==> src/rtl/mul54_arbiter_if.sv <==
// Handshake bundle between two operand sources, the shared
// multiplier sequencer and the result consumer.
interface mul54_arbiter_if #(
  parameter int CNT_W = 8
);
  logic             req0_valid;
  logic [4:0]       req0_a;
  logic [3:0]       req0_b;
  logic             req0_ready;
  logic             req1_valid;
  logic [4:0]       req1_a;
  logic [3:0]       req1_b;
  logic             req1_ready;
  logic             rsp_valid;
  logic [8:0]       rsp_p;
  logic             rsp_id;
  logic             rsp_ready;
  logic             busy;
  logic [CNT_W-1:0] cnt0;
  logic [CNT_W-1:0] cnt1;

  modport master (
    output req0_valid, req0_a, req0_b,
    output req1_valid, req1_a, req1_b,
    output rsp_ready,
    input  req0_ready, req1_ready,
    input  rsp_valid, rsp_p, rsp_id,
    input  busy, cnt0, cnt1
  );

  modport slave (
    input  req0_valid, req0_a, req0_b,
    input  req1_valid, req1_a, req1_b,
    input  rsp_ready,
    output req0_ready, req1_ready,
    output rsp_valid, rsp_p, rsp_id,
    output busy, cnt0, cnt1
  );
endinterface

==> src/rtl/mul54_arbiter.sv <==
// Round-robin sequencer sharing one signed 5x4
// Baugh-Wooley multiplier between two requesters.
module multiplier5x4 (
  input  logic [4:0] a,
  input  logic [3:0] b,
  output logic [8:0] p
);
  logic pp;

  // Sign rows are inverted; 0x118 folds in the correction terms.
  always_comb begin
    p  = 9'h118;
    pp = 1'b0;
    for (int j = 0; j < 4; j++) begin
      for (int i = 0; i < 5; i++) begin
        pp = a[i] & b[j];
        if ((i == 4) != (j == 3)) pp = ~pp;
        p = p + (9'(pp) << (i + j));
      end
    end
  end
endmodule

module mul54_arbiter #(
  parameter int CNT_W = 8
) (
  input logic           clk,
  input logic           rst_n,
  mul54_arbiter_if.slave bus
);
  typedef enum logic [1:0] {
    IDLE = 2'd0,
    MUL  = 2'd1,
    RESP = 2'd2
  } state_e;

  state_e           state_q, state_d;
  logic             rr_q;
  logic [4:0]       a_q;
  logic [3:0]       b_q;
  logic             id_q;
  logic [8:0]       rsp_p_q;
  logic             rsp_id_q;
  logic [CNT_W-1:0] cnt0_q, cnt1_q;

  logic       any_v;
  logic       gnt_id;
  logic       gnt;
  logic       ready0, ready1;
  logic       rsp_valid, busy;
  logic [8:0] prod;

  always_comb begin
    any_v  = bus.req0_valid | bus.req1_valid;
    gnt_id = (bus.req0_valid & bus.req1_valid)
           ? rr_q : bus.req1_valid;
    gnt    = (state_q == IDLE) & any_v & rst_n;
  end

  always_ff @(posedge clk or negedge rst_n) begin
    if (!rst_n) state_q <= IDLE;
    else        state_q <= state_d;
  end

  always_comb begin
    state_d = state_q;
    unique case (state_q)
      IDLE:    if (gnt) state_d = MUL;
      MUL:     state_d = RESP;
      RESP:    if (bus.rsp_ready) state_d = IDLE;
      default: state_d = IDLE;
    endcase
  end

  always_comb begin
    ready0    = 1'b0;
    ready1    = 1'b0;
    rsp_valid = 1'b0;
    busy      = 1'b1;
    unique case (1'b1)
      (state_q == IDLE): begin
        busy   = 1'b0;
        ready0 = gnt & ~gnt_id;
        ready1 = gnt & gnt_id;
      end
      (state_q == RESP): rsp_valid = 1'b1;
      default: ;
    endcase
  end

  multiplier5x4 u_mul (
    .a (a_q),
    .b (b_q),
    .p (prod)
  );

  always_ff @(posedge clk or negedge rst_n) begin
    if (!rst_n) begin
      rr_q     <= 1'b0;
      a_q      <= '0;
      b_q      <= '0;
      id_q     <= 1'b0;
      rsp_p_q  <= '0;
      rsp_id_q <= 1'b0;
      cnt0_q   <= '0;
      cnt1_q   <= '0;
    end else begin
      if (gnt) begin
        a_q  <= gnt_id ? bus.req1_a : bus.req0_a;
        b_q  <= gnt_id ? bus.req1_b : bus.req0_b;
        id_q <= gnt_id;
        rr_q <= ~gnt_id;
      end
      if (state_q == MUL) begin
        rsp_p_q  <= prod;
        rsp_id_q <= id_q;
      end
      if (ready0 && cnt0_q != '1)
        cnt0_q <= cnt0_q + CNT_W'(1);
      if (ready1 && cnt1_q != '1)
        cnt1_q <= cnt1_q + CNT_W'(1);
    end
  end

  assign bus.req0_ready = ready0;
  assign bus.req1_ready = ready1;
  assign bus.rsp_valid  = rsp_valid;
  assign bus.rsp_p      = rsp_p_q;
  assign bus.rsp_id     = rsp_id_q;
  assign bus.busy       = busy;
  assign bus.cnt0       = cnt0_q;
  assign bus.cnt1       = cnt1_q;
endmodule
==> src/flat_wrapper.sv <==
// flat-port wrapper written by rule: the top's interface ports become plain ports
module mul54_arbiter_flat 
#(
  parameter int CNT_W = 8
)
  (clk, rst_n, bus_req0_valid, bus_req0_a, bus_req0_b, bus_req1_valid, bus_req1_a, bus_req1_b, bus_rsp_ready, bus_req0_ready, bus_req1_ready, bus_rsp_valid, bus_rsp_p, bus_rsp_id, bus_busy, bus_cnt0, bus_cnt1);
  mul54_arbiter_if #(.CNT_W(CNT_W)) bus_i ();
  input logic clk;
  input logic rst_n;
  input wire logic [$bits(bus_i.req0_valid)-1:0] bus_req0_valid;
  input wire logic [$bits(bus_i.req0_a)-1:0] bus_req0_a;
  input wire logic [$bits(bus_i.req0_b)-1:0] bus_req0_b;
  input wire logic [$bits(bus_i.req1_valid)-1:0] bus_req1_valid;
  input wire logic [$bits(bus_i.req1_a)-1:0] bus_req1_a;
  input wire logic [$bits(bus_i.req1_b)-1:0] bus_req1_b;
  input wire logic [$bits(bus_i.rsp_ready)-1:0] bus_rsp_ready;
  output wire logic [$bits(bus_i.req0_ready)-1:0] bus_req0_ready;
  output wire logic [$bits(bus_i.req1_ready)-1:0] bus_req1_ready;
  output wire logic [$bits(bus_i.rsp_valid)-1:0] bus_rsp_valid;
  output wire logic [$bits(bus_i.rsp_p)-1:0] bus_rsp_p;
  output wire logic [$bits(bus_i.rsp_id)-1:0] bus_rsp_id;
  output wire logic [$bits(bus_i.busy)-1:0] bus_busy;
  output wire logic [$bits(bus_i.cnt0)-1:0] bus_cnt0;
  output wire logic [$bits(bus_i.cnt1)-1:0] bus_cnt1;
  assign bus_i.req0_valid = bus_req0_valid;
  assign bus_i.req0_a = bus_req0_a;
  assign bus_i.req0_b = bus_req0_b;
  assign bus_i.req1_valid = bus_req1_valid;
  assign bus_i.req1_a = bus_req1_a;
  assign bus_i.req1_b = bus_req1_b;
  assign bus_i.rsp_ready = bus_rsp_ready;
  assign bus_req0_ready = bus_i.req0_ready;
  assign bus_req1_ready = bus_i.req1_ready;
  assign bus_rsp_valid = bus_i.rsp_valid;
  assign bus_rsp_p = bus_i.rsp_p;
  assign bus_rsp_id = bus_i.rsp_id;
  assign bus_busy = bus_i.busy;
  assign bus_cnt0 = bus_i.cnt0;
  assign bus_cnt1 = bus_i.cnt1;
  mul54_arbiter #(.CNT_W(CNT_W)) u_core (.clk(clk), .rst_n(rst_n), .bus(bus_i));
endmodule
==> config.mk <==
export PLATFORM = sky130hd
export DESIGN_NAME = mul54_arbiter_flat
export DESIGN_NICKNAME = d
export VERILOG_FILES = /design/src/rtl/mul54_arbiter_if.sv /design/src/rtl/mul54_arbiter.sv /design/src/flat_wrapper.sv
export SDC_FILE = /design/constraint.sdc
export NUM_CORES = 1
export LEC_CHECK = 0
export ABC_AREA = 1
export CORE_MARGIN = 1.5
export CORE_UTILIZATION = 57
export CTS_BUF_LIST = sky130_fd_sc_hd__clkbuf_2
export DETAILED_ROUTE_END_ITERATION = 6
export GPL_TIMING_DRIVEN = 0
export PLACE_DENSITY = 0.89
export SETUP_SLACK_MARGIN = 0.3
export SLEW_MARGIN = 20
export SYNTH_ARGS = -nofsm -noshare
export SYNTH_HDL_FRONTEND = slang
export SYNTH_HIERARCHICAL = 1
export SYNTH_SLANG_ARGS = --single-unit
==> constraint.sdc <==
create_clock -name clk -period 7.9 [get_ports clk]
set_input_delay 1.58 -clock clk [delete_from_list [all_inputs] [get_ports clk]]
set_output_delay 1.58 -clock clk [all_outputs]
set_load 0.05 [all_outputs]
# After elaboration in Yosys (flattened, before gate mapping)
# Index checks and enable logic that the tools add are counted.
[word_totals]
mem_bits_rw = 0
mem_bits_ro = 0
reg_bits = 39
latchBits = 0
n_memories = 0
out_inout_bits = 30
inputBits = 23
[op_classes]
n_mux = 10
n_bitwise = 34
magnitude_cmp = 0
n_mul = 0
shifts = 0
reduce_logical = 4
addsub = 22
div = 0
n_eq_ne = 6
[ops]
columns = ["operator", "n"]
rows = [
  ["9-bit by 4-bit adder with 9-bit output", 4],
  ["9-bit by 5-bit adder with 9-bit output", 4],
  ["9-bit by 3-bit adder with 9-bit output", 3],
  ["9-bit by 6-bit adder with 9-bit output", 3],
  ["1-bit AND", 25],
  ["9-bit by 2-bit adder with 9-bit output", 2],
  ["9-bit by 7-bit adder with 9-bit output", 2],
  ["8-bit by 1-bit adder with 8-bit output (second input constant)", 2],
  ["8-bit inequality test (second input constant)", 2],
  ["9-bit by 1-bit adder with 9-bit output (first input constant)", 1],
  ["9-bit by 8-bit adder with 9-bit output", 1],
  ["1-bit NOT", 8],
  ["2-bit one-hot mux with 3 select lines", 1],
  ["1-bit 2-to-1 mux", 5],
  ["5-bit 2-to-1 mux", 1],
  ["2-bit 2-to-1 mux", 2],
  ["4-bit 2-to-1 mux", 1],
  ["2-bit by 1-bit equality test with 1-bit output (second input constant)", 1],
  ["2-bit equality test (second input constant)", 1],
  ["1-bit logical AND", 2],
  ["2-bit logical NOT", 1],
  ["2-bit by 1-bit inequality test with 1-bit output (second input constant)", 1],
  ["2-bit inequality test (second input constant)", 1],
  ["2-bit AND reduction", 1],
  ["1-bit OR", 1],
]

# Depth between registers and ports, before layout
[depth]
word_depth = 21
depth_mapped = 14
depth_no_buf = 14

# By module
# The synthesis kept the hierarchy.
[modules_own_cells]
columns = ["mod", "n_inst", "seq_area_each_um2", "cells_per_inst", "area_each_um2"]
rows = [
  ["mul54_arbiter", 1, 975.9, 251, 1999.4],
  ["multiplier5x4", 1, 0.0, 83, 570.5],
]

# Least setup slack after synthesis
# No wires, ideal clock.
[synth_timing]
path_kind = "in2out"
start = "input bus_req0_valid"
end = "output bus_req1_ready"
cell_stages = 5
n_path_buf = 1
slack_ns = 4.194
required_time_ns = 6.320
arrival_time_ns = 2.126
cell_sequence = "inv_1 nand2_2 nand3_4 nor2_8 buf_6"
[synth_between]
elab_chain_len = 5
elab_cells_between_ends = 7
cone_classes = "mux (2); bitwise (5)"
[synth_lines]
columns = ["item", "line", "source"]
rows = [
  ["start, declared", "flat_wrapper.sv:10", "input wire logic [$bits(bus_i.req0_valid)-1:0] bus_req0_valid;"],
  ["1-bit OR", "mul54_arbiter.sv:54", "any_v = bus.req0_valid | bus.req1_valid;"],
  ["1-bit AND (2 in series)", "mul54_arbiter.sv:57", "gnt = (state_q == IDLE) & any_v & rst_n;"],
  ["1-bit AND (*)", "mul54_arbiter.sv:84", "ready1 = gnt & gnt_id;"],
  ["1-bit 2-to-1 mux (*)", "mul54_arbiter.sv:80", "unique case (1'b1)"],
  ["end, declared", "flat_wrapper.sv:18", "output wire logic [$bits(bus_i.req1_ready)-1:0] bus_req1_ready;"],
]
# Mark *: on every way between the ends. The rest lies on a longest branch, timed or not.

# Worst setup path in the final report
# Same ends and word-level chain as after synthesis.

==> flow_summary.yaml <==
outcome:
  outcome: "complete, no violations"
clock_tree:
  tritoncts: "done"
  cts-root-buf: "clkbuf_2"
  cts_buffers: 5
  cts_setup_buffers: 0
  cts_buffer_depth: 2
  cts_resized: 0
  insertion_delay_ps: 390
  ctsHoldBuffers: 0
  clock_sinks: 39
  path_clk_slew_ps: 200
  h-tree-depth: 2
grt:
  antenna_found_initial: 0
  grt_start_max_net_pins: 32
  grt_pass1_vias: 2069
  grt_pass1_wl_um: 9000
  gr-usage-all-layers_pct: 22.9
  grt_overflow: 0
place:
  io_buffers: 52
  place_area_mm2: 0.00317
  dpl.hpwl_um: 4040
  gp_congestion: 0.819
sta:
  final.setup.tns_ps: 0
  clock.fmax_mhz: 196
  period_share_pct: 64.7
  slew_viol_final: 0
  slew_headroom_pct: 66.0
  setup-violations-final: 0
  rsz0062_at_grt: "false"
  final.min_clock_period_ps: 5110
  hold_viol: 0
  finalClockSkew_ps: 27.9
  worst_pin_slew_ps: 508
die:
  std_cell_rows: 24
  initial_core_util_pct: 59.0
  io_pins: 53
  fp.dieH_um: 70.1
  die_area_mm2: 0.00492
  core_area_mm2: 0.00435
  die_w_um: 70.1
layout:
  area_growth_pct: 24.8
  fillers: 345
  finalInstanceArea_mm2: 0.00321
  final_core_util_pct: 73.7
  multi_input_area_mm2: 0.00137
  drive_above_1_share_pct: 7.85
  register_area_um2: 976
  final_cell_mix: "143 x nand2_1, 51 x clkdlybuf4s50_1, 49 x inv_1, 39 x dfrtp_1, 27 x nand3_1"
  final_net_count: 440
  layout_commonest_cell: "nand2_1"
  insertedDiodeCount: 0
power:
  intPower_mw: 0.677
  ir_worst_vdd_v: 0.000300
  power_frac_comb_pct: 68.7
  switching_share_pct: 50.9
  power.density_mw_per_mm2: 429
  leakage_nw: 1.71
  p_seq_share_pct: 25.1
  power.switching_mw: 0.701
  pwr-share-clk_pct: 6.2
logic_synthesis:
  ys_warn_count: 6
  ys_seq_area_share_pct: 38.0
  ys_ff_latch: 39
  synthDistinctLibCells: 22
  synth_fp_nets: 380
  synth.cell_area_mm2: 0.00257
  syn_area_per_cell_um2: 7.69
  netlist_instances: 334
drt:
  drcViolationCount: 0
  route.detailed.vias_per_inst: 5.00
  ant_nets: 0
  drt_pre_antenna_iters: 4
  wirelength_um: 5260
  vias: 2233
  wire_per_inst_um: 11.8
  drt-initial-drc-count: 76
critical_path:
  critPathKind: "in2out"
  required_ps: 6320
  cp_max_fo: 10
  start_kind: "primary input"
  crit_arrival_ps: 3530
  cp-end-kind: "output pin"
worst_hold_path:
  worstHoldPathType: "reg2reg"
run:
  drv_cap: 0
per-stage QoR:
stage | setup slack (ps) | hold WS (ps) | cells | power, mW
floorplan | 4190 | 502 | 334 | 1.04
global placement | 1490 | 490 | 438 | 1.26
detailed placement | 2790 | 496 | 439 | 1.30
CTS | 2790 | 538 | 447 | 1.39
global route | 2700 | 562 | 447 | 1.52
finish | 2790 | 533 | 447 | 1.38
cells by family (layout without fill, tap and decap cells):
group / Yosys count / count (layout) / synth area share [%]
AO/OA/AOI/OAI: 9 / 9 / 1.75
AND/OR/NAND/NOR: 197 / 197 / 33.0
multiplexers: 9 / 9 / 3.94
buffers and inverters: 54 / 115 / 8.76
XOR/XNOR: 3 / 3 / 1.02
flip-flops: 39 / 39 / 38.0
adder cells (fa/ha/maj): 23 / 23 / 13.5
critical path, cell delays in order:
cell	delay, ps
clkdlybuf4s50_1	530
inv_1	80
nand2_2	80
nand3_4	100
nor2_8	170
buf_6	170
clkdlybuf4s50_1	810
routing by layer:
layer  up-vias  global-route usage [%]  routed length (µm)
met4         0                    8.12                  74
met1      1049                    28.3                2240
met3         5                    4.62                 214
met5         -                       0                   0
met2        36                    39.8                2730
li1       1143                       -                   -
sequential cells by signal (all words and copies together) (netlist names):
signal and flops:
u_core/bus.cnt1 8, u_core/bus.rsp_id 1, u_core/rr_q 1, u_core/bus.rsp_p 9, u_core/b_q 4, u_core/bus.cnt0 8, u_core/a_q 5, u_core/state_q 2
u_core/id_q 1
power by group through the flow:
stage / clock network [mW] / logic, mW / registers, mW
6_report: 0.0850 / 0.947 / 0.346
5_1_grt: 0.0943 / 1.07 / 0.358
4_1_cts: 0.0875 / 0.956 / 0.346
3_5_place_dp: 0 / 0.952 / 0.351
3_3_place_gp: 0 / 0.908 / 0.349
2_1_floorplan: 0 / 0.565 / 0.477
layout make-up:
type                       instances  share of cell area [%]
clock inverter                     2                   0.234
clock buffer                       6                   0.936
multi-input combinational        241                    42.7
timing repair buffer              53                    16.7
inverter                          50                    5.85
tap                               52                    2.03
sequential                        39                    30.4
buffer                             4                    1.17
worst paths after layout:
kind	startpoint	cells past startpoint	slack, ps	to
min in group asynchronous	rst_n	1	1040	u_core/bus.cnt1[5]
worst min register to register	u_core/bus.rsp_p[5]	1	530	u_core/bus.rsp_p[5]
worst max-delay path	bus_req0_valid	7	2790	bus_req1_ready
worst max register to register	u_core/b_q[0]	12	4630	u_core/bus.rsp_p[8]
max in group asynchronous	rst_n	2	6400	u_core/a_q[0]
worst min-delay path	u_core/bus.rsp_p[5]	1	530	u_core/bus.rsp_p[5]
synth_stat cells:
cell,instances,share of area [%]
nor2_8,1,0.78
xor2_1,3,1.0
nand3_1,27,5.3
buf_6,2,0.88
nand3_4,1,0.68
nor2_1,14,2.0
inv_2,1,0.15
ha_1,15,7.3
nor2_4,2,0.88
buf_4,2,0.58
inv_1,49,7.2
fa_1,8,6.2
nand2_4,1,0.44
nand4_1,2,0.49
a21oi_1,2,0.39
nand2_2,3,0.73
nand2_1,143,21
nand3b_1,2,0.58
dfrtp_1,39,38
o21ai_0,7,1.4
mux2_2,9,3.9
nor2_2,1,0.24
Power figures use the tool's default switching activity.
